`config.mk`:
```
export PLATFORM = sky130hd
export DESIGN_NAME = pipe_ctrl_flat
export DESIGN_NICKNAME = d
export VERILOG_FILES = /design/src/rtl/pipe_ctrl_if.sv /design/src/rtl/pipe_ctrl.sv /design/src/flat_wrapper.sv
export SDC_FILE = /design/constraint.sdc
export NUM_CORES = 1
export LEC_CHECK = 0
export BUFFER_PORTS_ARGS = -buffer_cell sky130_fd_sc_hd__clkbuf_2
export CAP_MARGIN = 20
export CORE_ASPECT_RATIO = 0.6
export CORE_MARGIN = 10
export CORE_UTILIZATION = 30
export CTS_CLUSTER_DIAMETER = 40
export DETAILED_ROUTE_END_ITERATION = 6
export SYNTH_ARGS = -nofsm -noshare
export SYNTH_HDL_FRONTEND = slang
export SYNTH_SLANG_ARGS = --single-unit
```
`constraint.sdc`:
```
create_clock -name clk -period 3.9 [get_ports clk]
set_input_delay 0.78 -clock clk [delete_from_list [all_inputs] [get_ports clk]]
set_output_delay 0.78 -clock clk [all_outputs]
set_load 0.01 [all_outputs]
```
`src/rtl/pipe_ctrl_if.sv`:
```
// Handshake bundle between the decode stage / memory bus and the pipeline controller.
// Inputs describe the D instruction and bus waits; outputs steer stage registers and operand muxes.
interface pipe_ctrl_if #(
  parameter int NSTAGE = 5,
  parameter int REGW   = 5,
  parameter int FW     = $clog2(NSTAGE)
) ();
  logic              d_valid;
  logic [REGW-1:0]   d_rs;
  logic [REGW-1:0]   d_rt;
  logic              d_use_rs;
  logic              d_use_rt;
  logic [REGW-1:0]   d_rd;
  logic              d_regwrite;
  logic              d_load;
  logic              d_branch_taken;
  logic              i_wait;
  logic              m_wait;
  logic [NSTAGE-1:0] stall;
  logic [NSTAGE-1:0] bubble;
  logic [FW-1:0]     fwd_rs;
  logic [FW-1:0]     fwd_rt;
  logic              redirect;
  logic [NSTAGE-1:0] stage_valid;
  logic [31:0]       stall_cnt;

  modport master (
    output d_valid, d_rs, d_rt, d_use_rs, d_use_rt, d_rd, d_regwrite, d_load,
           d_branch_taken, i_wait, m_wait,
    input  stall, bubble, fwd_rs, fwd_rt, redirect, stage_valid, stall_cnt
  );

  modport slave (
    input  d_valid, d_rs, d_rt, d_use_rs, d_use_rt, d_rd, d_regwrite, d_load,
           d_branch_taken, i_wait, m_wait,
    output stall, bubble, fwd_rs, fwd_rt, redirect, stage_valid, stall_cnt
  );
endinterface

```
`src/rtl/pipe_ctrl.sv`:
```
// In-order pipeline hazard controller: per-stage stall/bubble, operand forwarding selects, redirect.
// Control outputs are combinational from the tracked stage state; stage_valid and stall_cnt are registered.
module pipe_ctrl #(
  parameter int NSTAGE = 5,
  parameter int REGW   = 5,
  parameter int LDSTG  = 3,
  parameter int FW     = $clog2(NSTAGE)
) (
  input  logic        clk,
  input  logic        resetn,
  pipe_ctrl_if.slave  bus
);

  logic [NSTAGE-1:1] valid_q, valid_d;
  logic [NSTAGE-1:2] wr_q, wr_d;
  logic [NSTAGE-1:2] ld_q, ld_d;
  logic [REGW-1:0]   rd_q [2:NSTAGE-1];
  logic [REGW-1:0]   rd_d [2:NSTAGE-1];
  logic [31:0]       stall_cnt_q, stall_cnt_d;

  logic [NSTAGE-1:0] stall, bubble;
  logic [FW-1:0]     fwd_rs, fwd_rt;
  logic              redirect;
  logic [FW:0]       res_rs, res_rt;
  logic              hz;

  // Returns {hz, fwd}; only the youngest matching stage is allowed to decide.
  function automatic logic [FW:0] resolve(input logic [REGW-1:0] s, input logic use_s);
    logic          found;
    logic          h;
    logic [FW-1:0] f;
    found = 1'b0;
    h     = 1'b0;
    f     = '0;
    for (int k = 2; k < NSTAGE; k++) begin
      if (!found && use_s && (s != '0) && valid_q[k] && wr_q[k] && (rd_q[k] == s)) begin
        found = 1'b1;
        if ((k == 2) || (ld_q[k] && (k <= LDSTG))) h = 1'b1;
        else                                       f = FW'(k);
      end
    end
    return {h, f};
  endfunction

  always_comb begin
    res_rs   = resolve(bus.d_rs, bus.d_use_rs);
    res_rt   = resolve(bus.d_rt, bus.d_use_rt);
    hz       = res_rs[FW] | res_rt[FW];
    fwd_rs   = '0;
    fwd_rt   = '0;
    if (bus.d_valid && !hz) begin
      fwd_rs = res_rs[FW-1:0];
      fwd_rt = res_rt[FW-1:0];
    end

    stall    = '0;
    bubble   = '0;
    redirect = 1'b0;
    if (bus.m_wait) begin
      stall[LDSTG:0]    = '1;
      bubble[LDSTG+1]   = 1'b1;
    end else if (hz && bus.d_valid) begin
      stall[1:0]        = 2'b11;
      bubble[2]         = 1'b1;
    end else if (bus.d_branch_taken && bus.d_valid) begin
      redirect          = 1'b1;
      bubble[1]         = 1'b1;
    end else if (bus.i_wait) begin
      stall[0]          = 1'b1;
      bubble[1]         = 1'b1;
    end
  end

  always_comb begin
    valid_d     = valid_q;
    wr_d        = wr_q;
    ld_d        = ld_q;
    rd_d        = rd_q;
    stall_cnt_d = stall_cnt_q;

    if (!stall[1]) valid_d[1] = !bubble[1];

    if (bubble[2]) begin
      valid_d[2] = 1'b0;
      wr_d[2]    = 1'b0;
      ld_d[2]    = 1'b0;
      rd_d[2]    = '0;
    end else if (!stall[2]) begin
      valid_d[2] = bus.d_valid;
      wr_d[2]    = bus.d_regwrite;
      ld_d[2]    = bus.d_load;
      rd_d[2]    = bus.d_rd;
    end

    for (int k = 3; k < NSTAGE; k++) begin
      if (bubble[k]) begin
        valid_d[k] = 1'b0;
        wr_d[k]    = 1'b0;
        ld_d[k]    = 1'b0;
        rd_d[k]    = '0;
      end else if (!stall[k]) begin
        valid_d[k] = valid_q[k-1];
        wr_d[k]    = wr_q[k-1];
        ld_d[k]    = ld_q[k-1];
        rd_d[k]    = rd_q[k-1];
      end
    end

    if (stall[1] && (stall_cnt_q != 32'hFFFF_FFFF)) stall_cnt_d = stall_cnt_q + 32'd1;
  end

  always_ff @(posedge clk) begin
    if (!resetn) begin
      valid_q     <= '0;
      wr_q        <= '0;
      ld_q        <= '0;
      stall_cnt_q <= '0;
      for (int k = 2; k < NSTAGE; k++) rd_q[k] <= '0;
    end else begin
      valid_q     <= valid_d;
      wr_q        <= wr_d;
      ld_q        <= ld_d;
      stall_cnt_q <= stall_cnt_d;
      rd_q        <= rd_d;
    end
  end

  assign bus.stall       = stall;
  assign bus.bubble      = bubble;
  assign bus.fwd_rs      = fwd_rs;
  assign bus.fwd_rt      = fwd_rt;
  assign bus.redirect    = redirect;
  assign bus.stage_valid = {valid_q, 1'b1};
  assign bus.stall_cnt   = stall_cnt_q;

endmodule

```
`src/flat_wrapper.sv`:
```
// flat-port wrapper written by rule: the top's interface ports become plain ports
module pipe_ctrl_flat 
#(
  parameter int NSTAGE = 5,
  parameter int REGW   = 5,
  parameter int LDSTG  = 3,
  parameter int FW     = $clog2(NSTAGE)
)
  (clk, resetn, bus_d_valid, bus_d_rs, bus_d_rt, bus_d_use_rs, bus_d_use_rt, bus_d_rd, bus_d_regwrite, bus_d_load, bus_d_branch_taken, bus_i_wait, bus_m_wait, bus_stall, bus_bubble, bus_fwd_rs, bus_fwd_rt, bus_redirect, bus_stage_valid, bus_stall_cnt);
  pipe_ctrl_if #(.NSTAGE(NSTAGE), .REGW(REGW), .FW(FW)) bus_i ();
  input  logic clk;
  input  logic resetn;
  input wire logic [$bits(bus_i.d_valid)-1:0] bus_d_valid;
  input wire logic [$bits(bus_i.d_rs)-1:0] bus_d_rs;
  input wire logic [$bits(bus_i.d_rt)-1:0] bus_d_rt;
  input wire logic [$bits(bus_i.d_use_rs)-1:0] bus_d_use_rs;
  input wire logic [$bits(bus_i.d_use_rt)-1:0] bus_d_use_rt;
  input wire logic [$bits(bus_i.d_rd)-1:0] bus_d_rd;
  input wire logic [$bits(bus_i.d_regwrite)-1:0] bus_d_regwrite;
  input wire logic [$bits(bus_i.d_load)-1:0] bus_d_load;
  input wire logic [$bits(bus_i.d_branch_taken)-1:0] bus_d_branch_taken;
  input wire logic [$bits(bus_i.i_wait)-1:0] bus_i_wait;
  input wire logic [$bits(bus_i.m_wait)-1:0] bus_m_wait;
  output wire logic [$bits(bus_i.stall)-1:0] bus_stall;
  output wire logic [$bits(bus_i.bubble)-1:0] bus_bubble;
  output wire logic [$bits(bus_i.fwd_rs)-1:0] bus_fwd_rs;
  output wire logic [$bits(bus_i.fwd_rt)-1:0] bus_fwd_rt;
  output wire logic [$bits(bus_i.redirect)-1:0] bus_redirect;
  output wire logic [$bits(bus_i.stage_valid)-1:0] bus_stage_valid;
  output wire logic [$bits(bus_i.stall_cnt)-1:0] bus_stall_cnt;
  assign bus_i.d_valid = bus_d_valid;
  assign bus_i.d_rs = bus_d_rs;
  assign bus_i.d_rt = bus_d_rt;
  assign bus_i.d_use_rs = bus_d_use_rs;
  assign bus_i.d_use_rt = bus_d_use_rt;
  assign bus_i.d_rd = bus_d_rd;
  assign bus_i.d_regwrite = bus_d_regwrite;
  assign bus_i.d_load = bus_d_load;
  assign bus_i.d_branch_taken = bus_d_branch_taken;
  assign bus_i.i_wait = bus_i_wait;
  assign bus_i.m_wait = bus_m_wait;
  assign bus_stall = bus_i.stall;
  assign bus_bubble = bus_i.bubble;
  assign bus_fwd_rs = bus_i.fwd_rs;
  assign bus_fwd_rt = bus_i.fwd_rt;
  assign bus_redirect = bus_i.redirect;
  assign bus_stage_valid = bus_i.stage_valid;
  assign bus_stall_cnt = bus_i.stall_cnt;
  pipe_ctrl #(.NSTAGE(NSTAGE), .REGW(REGW), .LDSTG(LDSTG), .FW(FW)) u_core (.clk(clk), .resetn(resetn), .bus(bus_i));
endmodule
```
==> flow_summary_export.csv, run 1 <==
group,metric,value,unit
worst_setup_path,critPathKind,"primary input to output pin",
place,dp_hpwl,7.05,mm
worst_setup_path,endpoint_kind,"output pin",
worst_setup_path,r2r_start,"u_core.rd_q[7]$_SDFFE_PN0N_",
power_and_ir_drop,power,1180,uW
power_and_ir_drop,leakage,0.00145,uW
floorplanning,die_area,0.0150,mm2
yosys,synth_edf_count,0,
sta,skew,0.00888,ns
clocking,cts_resized,0,
global_routing,grt_pass1_wl,14.2,mm
sta,drv_slew,0,
yosys,syn_area,0.00312,mm2
global_routing,grt_pass1_vias,2606,
yosys,ys_warn_count,0,
worst_setup_path,reg2reg_setup_slack,1.20,ns
floorplanning,num_rows,28,
yosys,postSynthCellCount,357,
route,dr.pass1.iters,4,
global_routing,antenna_found_initial,0,
clocking,clk_pin_slew,0.07,ns
place,gp_congestion,0.859,
place,io_buffers,74,
floorplanning,fp.coreArea,0.00998,mm2
cells_and_area,finish.utilization,36.7,%
floorplanning,start_util,31.2,%
route,wirelength,8.88,mm
worst_setup_path,start_kind,"primary input",
sta,maxSlewHeadroom,48.8,%
global_routing,grt_start_max_net_pins,59,
route,drc,0,
yosys,async_flop_share,0,%
worst_setup_path,reg2regPathDepth,8,
cells_and_area,fill_cells,1073,
worst_hold_path,hold_path_depth,2,
worst_setup_path,crit_required,3.12,ns
clocking,hold_buffers,0,
yosys,synth_cell_types,45,
clocking,htree_levels,2,
route,num_vias,2838,
yosys,seq_area_frac_synth,36.0,%
worst_hold_path,hold_end,"u_core.bus.stall_cnt[6]$_SDFFE_PN0P_",
cells_and_area,final_cell_mix,"clkbuf_2, dfxtp_1, nor2_1",
place,dpl_worst_slack,0.222,ns
sta,timing.final.crit_period,3.68,ns
sta,tightest_slew,0.768,ns
worst_hold_path,hp-start,"u_core.bus.stall_cnt[6]$_SDFFE_PN0P_",
clocking,clkLatencyLatePin,0.29,ns
worst_hold_path,hp-class,"flop to flop",
clocking,cts-buffers-inserted,5,
clocking,cts_tree,"built",
sta,fmax,272,MHz
route,drtIter0Drc,220,
cells_and_area,syn_to_final_growth,17.5,%
sta,grt_setup_unrepaired,"false",
route,avgRoutedWirePerCell,16.0,um
sta,setup_violations,0,
clocking,post_cts_buffers,0,
floorplanning,io_pins,79,
global_routing,grt_overflow_total,0,
yosys,avgSynthCellArea,8.73,um2
power_and_ir_drop,ir_drop,0.169,mV
sta,fin_hold_ws,0.501,ns
clocking,cts_root_buf,"clkbuf_16",
power_and_ir_drop,powerDensity,321,mW/mm2
worst_setup_path,crit_fanout,4,
sta,final.setup.worst_slack,0.222,ns
clocking,clk_path_buf_depth,2,
floorplanning,fp.dieH,99.0,um
worst_setup_path,arrival,2.90,ns
yosys,synth_ff_type,"dfxtp_1",
route,ant_nets,0,
worst_setup_path,reg2reg_to,"u_core.bus.stall_cnt[26]$_SDFFE_PN0P_",
sta,final.period_utilization,94.3,%
run,cap_violations,0,
sta,tns,0,ns
route,viasPerCell,5.11,
status,status,"complete, no violations",
clocking,clock_sinks,56,
cells_and_area,n_antenna_cell,0,
sta,hold_viol_final,0,
cells_and_area,layout-drive-gt1-share,22.6,%
yosys,ys_ff_latch,56,
floorplanning,die_w,152,um
cells_and_area,layout_commonest_cell,"clkbuf_2",
cells_and_area,nNetsFinal,445,
global_routing,grt_usage,11.6,%
## sequential cells by signal (all words and copies together), names as in the netlist
| register | cells |
|---|---|
| u_core.valid_q | 4 |
| u_core.rd_q | 15 |
| u_core.wr_q | 3 |
| u_core.bus.stall_cnt | 32 |
| u_core.ld_q | 2 |
## cell usage after synthesis (2+ instances only)
master,count,area [um2]
nand2b_1,11,68.8
clkbuf_1,8,30.0
o21ai_1,14,70.1
a21oi_1,20,100
xnor2_1,12,105
or3_1,15,93.8
o31ai_1,9,67.6
or4_1,10,75.1
dfxtp_1,56,1120
and4b_1,4,40.0
and3_1,5,31.3
xor2_1,18,158
o21a_1,2,15.0
o31a_1,2,17.5
nand2_1,19,71.3
nor4_1,4,25.0
and4_1,3,26.3
o211ai_1,6,45.0
buf_4,9,67.6
buf_6,5,56.3
a21oi_2,3,26.3
inv_1,2,7.51
mux2i_1,22,220
nand4_1,22,138
nor2_1,26,97.6
conb_1,2,7.51
nor3_1,10,50.1
nand3_1,11,55.1
and2_1,11,68.8
## worst max-delay path: stages
cell and delay [ns]:
clkbuf_2 0.12, or4_1 0.57, o21ai_2 0.23, a21o_1 0.16
o2bb2ai_1 0.12, a21oi_1 0.34, nand4_1 0.18, nor3_1 0.22
clkbuf_2 0.18
## cells by family (layout without fill, tap and decap cells)
logic type | Yosys count | count (layout) | synth area share [%]
AND/OR/NAND/NOR | 155 | 155 | 28.0
AO/OA/AOI/OAI | 63 | 63 | 13.7
flip-flops | 56 | 56 | 36.0
XOR/XNOR | 30 | 30 | 8.43
buffers and inverters | 28 | 89 | 6.22
multiplexers | 22 | 22 | 7.06
other | 2 | 4 | 0.241
adder cells (fa/ha/maj) | 1 | 1 | 0.401
## through the flow
stage               cell area, um2  instances
floorplan                     3130        359
finish                        3660        555
global route                  3660        555
global placement              3510        547
detailed placement            3510        547
CTS                           3660        555
## cell type report
class                      count  area (um2)  area share (%)
clock buffer                   7         143            3.89
clock inverter                 1        7.51           0.205
timing repair buffer          78         400            10.9
multi-input combinational    275        1810            49.4
tap                          135         169            4.61
inverter                       3        11.3           0.307
sequential                    56        1120            30.6
## power by group
| part | switching [uW] | leakage, uW | internal [uW] | total (uW) |
|---|---|---|---|---|
| logic | 67.2 | 0.000923 | 45.2 | 112 |
| registers | 15.5 | 0.000454 | 582 | 598 |
| clock network | 209 | 0.0000701 | 257 | 466 |
| total | 292 | 0.00145 | 884 | 1180 |
## metal layers
| layer | vias to the layer above | wire length, um | track usage [%] |
|---|---|---|---|
| met5 | - | 0 | 0 |
| li1 | 1421 | - | - |
| met2 | 75 | 3690 | 16.5 |
| met1 | 1336 | 4530 | 17.1 |
| met3 | 6 | 585 | 2.60 |
| met4 | 0 | 75 | 2.63 |
## worst max path at each step
stage	from	to	slack, ns
detailed placement	bus_d_rt[1]	bus_fwd_rs[2]	0.22
finish	bus_d_rt[1]	bus_fwd_rs[2]	0.22
global route	bus_d_rt[1]	bus_fwd_rs[2]	0.09
CTS	bus_d_rt[1]	bus_fwd_rs[2]	0.22
global placement	bus_d_rt[1]	bus_fwd_rs[2]	0.32
floorplan	bus_d_rs[1]	bus_bubble[1]	0.44
(Power assumes the default switching activity.)
==> run 2: changes to the inputs <==
--- a/config.mk
+++ b/config.mk
@@ -8,7 +8,7 @@
 export BUFFER_PORTS_ARGS = -buffer_cell sky130_fd_sc_hd__clkbuf_2
 export CAP_MARGIN = 20
 export CORE_ASPECT_RATIO = 0.6
-export CORE_MARGIN = 10
+export CORE_MARGIN = 4
 export CORE_UTILIZATION = 30
 export CTS_CLUSTER_DIAMETER = 40
 export DETAILED_ROUTE_END_ITERATION = 6
==> constraint.sdc (replaced) <==
create_clock -name clk -period 4.23 [get_ports clk]
set_input_delay 0.846 -clock clk [delete_from_list [all_inputs] [get_ports clk]]
set_output_delay 0.846 -clock clk [all_outputs]
set_load 0.01 [all_outputs]
==> flow_summary_export.csv, run 2 (same netlist as run 1, synthesis figures left out) <==
group,metric,value,unit
status,status,"complete, no violations",
worst_setup_path,endpoint_kind,"output pin",
clocking,cts_resized,0,
worst_setup_path,critPathMostFrequentCell,"clkbuf_2",
route,drtIter0Drc,208,
sta,timing.final.crit_period,3.80,ns
route,wirelength,8.60,mm
floorplanning,die_area,0.0121,mm2
route,avgRoutedWirePerCell,15.5,um
sta,hold_viol_final,0,
worst_setup_path,critPathKind,"primary input to output pin",
worst_hold_path,hp-class,"flop to flop",
worst_setup_path,worstPathCellList,"clkbuf_2 -> or4_1 -> o21ai_2 -> a21o_1 -> o2bb2ai_1 -> a21oi_1 -> nand4_1 -> nor3_1 -> clkbuf_2",
route,ant_nets,0,
cells_and_area,layout_commonest_cell,"clkbuf_2",
floorplanning,io_pins,79,
sta,maxSlewHeadroom,46.0,%
clocking,clkLatencyLatePin,0.29,ns
power_and_ir_drop,p_seq_share,49.0,%
worst_hold_path,hp-start,"u_core.bus.stall_cnt[6]$_SDFFE_PN0P_",
power_and_ir_drop,powerDensity,306,mW/mm2
global_routing,grt_usage,14.2,%
worst_setup_path,critical_path.max_stage_delay,0.54,ns
sta,grt_setup_unrepaired,"false",
sta,fmax,263,MHz
cells_and_area,layout-drive-gt1-share,22.4,%
route,drc,0,
cells_and_area,largest_reg_flops,32,
route,dr.pass1.iters,4,
power_and_ir_drop,p_int,857,uW
floorplanning,fp.coreArea,0.00998,mm2
clocking,clock_sinks,56,
power_and_ir_drop,p_switching,267,uW
cells_and_area,finish.utilization,36.7,%
floorplanning,start_util,31.2,%
clocking,post_cts_buffers,0,
worst_setup_path,arrival,2.95,ns
global_routing,grt_overflow_total,0,
worst_setup_path,crit_family,"simple AND/OR/NAND/NOR gates",
worst_setup_path,cpMaxStageDelayCell,"or4_1",
worst_setup_path,crit_required,3.38,ns
power_and_ir_drop,ir_drop,0.176,mV
worst_setup_path,crit_path_start,"bus_d_rt[1]",
worst_setup_path,crit_buf_inv,2,
sta,setup_violations,0,
sta,tns,0,ns
run,cap_violations,0,
global_routing,grt_pass1_vias,2540,
global_routing,grt_pass1_wl,14.0,mm
power_and_ir_drop,pwr-share-comb,9.3,%
global_routing,antenna_found_initial,0,
clocking,clk_pin_slew,0.08,ns
power_and_ir_drop,p_sw_share,23.7,%
worst_setup_path,start_kind,"primary input",
route,num_vias,2871,
clocking,cts-buffers-inserted,5,
place,dpl_worst_slack,0.420,ns
clocking,htree_levels,2,
floorplanning,num_rows,28,
place,dp_hpwl,6.68,mm
power_and_ir_drop,clkPwrFrac,41.7,%
clocking,cts_tree,"built",
place,gp_congestion,1.01,
sta,final.period_utilization,89.8,%
cells_and_area,nNetsFinal,444,
power_and_ir_drop,leakage,0.00145,uW
cells_and_area,n_antenna_cell,0,
route,viasPerCell,5.18,
clocking,hold_buffers,0,
sta,drv_slew,0,
cells_and_area,syn_to_final_growth,17.7,%
floorplanning,fp.dieH,87.0,um
clocking,clk_path_buf_depth,2,
clocking,cts_root_buf,"clkbuf_16",
sta,skew,0.0136,ns
place,io_buffers,74,
worst_setup_path,crit_fanout,4,
global_routing,grt_start_max_net_pins,60,
sta,final.setup.worst_slack,0.431,ns
floorplanning,die_w,140,um
sta,tightest_slew,0.808,ns
cells_and_area,fill_cells,1082,
cells_and_area,final_cell_mix,"clkbuf_2, dfxtp_1, nor2_1",
worst_setup_path,r2r_start,"u_core.rd_q[7]$_SDFFE_PN0N_",
run 2: changes by cell type in the layout (fill, tap and decap cells not counted), sizes merged:
cell	delta
bufinv	+1
buf	-1
clkbuf	-1
clkinvlp	-1
clkinv	+1
run 2: metal layers:
metal	track usage (%)	share of wire [%]
met2	20.1	42
met3	3.51	5.9
met5	0	0
met4	3.08	0.97
met1	21.5	51
run 2: final cells by class:
type | count | area [um2] | share of cell area, %
Clock buffer | 6 | 129 | 3.51
Clock inverter | 2 | 35.0 | 0.955
Inverter | 3 | 11.3 | 0.307
Multi-Input combinational cell | 275 | 1810 | 49.4
Sequential cell | 56 | 1120 | 30.6
Tap cell | 135 | 169 | 4.60
Timing Repair Buffer | 77 | 393 | 10.7
run 2: path summary, 6_finish.rpt:
kind	endpoint	slack [ns]	cells after the start
max	bus_fwd_rs[2]	0.43	9
min	u_core.bus.stall_cnt[6]$_SDFFE_PN0P_	0.51	2
max reg2reg	u_core.bus.stall_cnt[26]$_SDFFE_PN0P_	1.55	8
min reg2reg	u_core.bus.stall_cnt[6]$_SDFFE_PN0P_	0.51	2
run 2: power groups by stage:
| stage | logic (uW) | clock network [uW] | registers (uW) |
|---|---|---|---|
| final | 105 | 468 | 551 |
| after global routing | 116 | 505 | 552 |
| after CTS | 105 | 481 | 551 |
| after detailed placement | 105 | 0 | 563 |
| after global placement | 102 | 0 | 563 |
| after floorplan | 74.3 | 0 | 559 |
run 2: worst reg2reg max path: cells and delay by family (launching register included):
kind,cells,cell delay (ns)
DFF,1,0.44
AOI/OAI and AO/OA,3,0.57
and+or+nand+nor,3,1.13
xor gates and xnor gates,1,0.15
buffers and inverters,1,0.34
run 2: stage by stage:
step | total power (uW) | hold slack, ns | area [um2] | cells
floorplan | 633 | 0.453 | 3130 | 359
global placement | 665 | 0.473 | 3500 | 546
global route | 1170 | 0.522 | 3670 | 554
finish | 1120 | 0.505 | 3670 | 554
detailed placement | 668 | 0.485 | 3500 | 546
CTS | 1140 | 0.503 | 3670 | 554
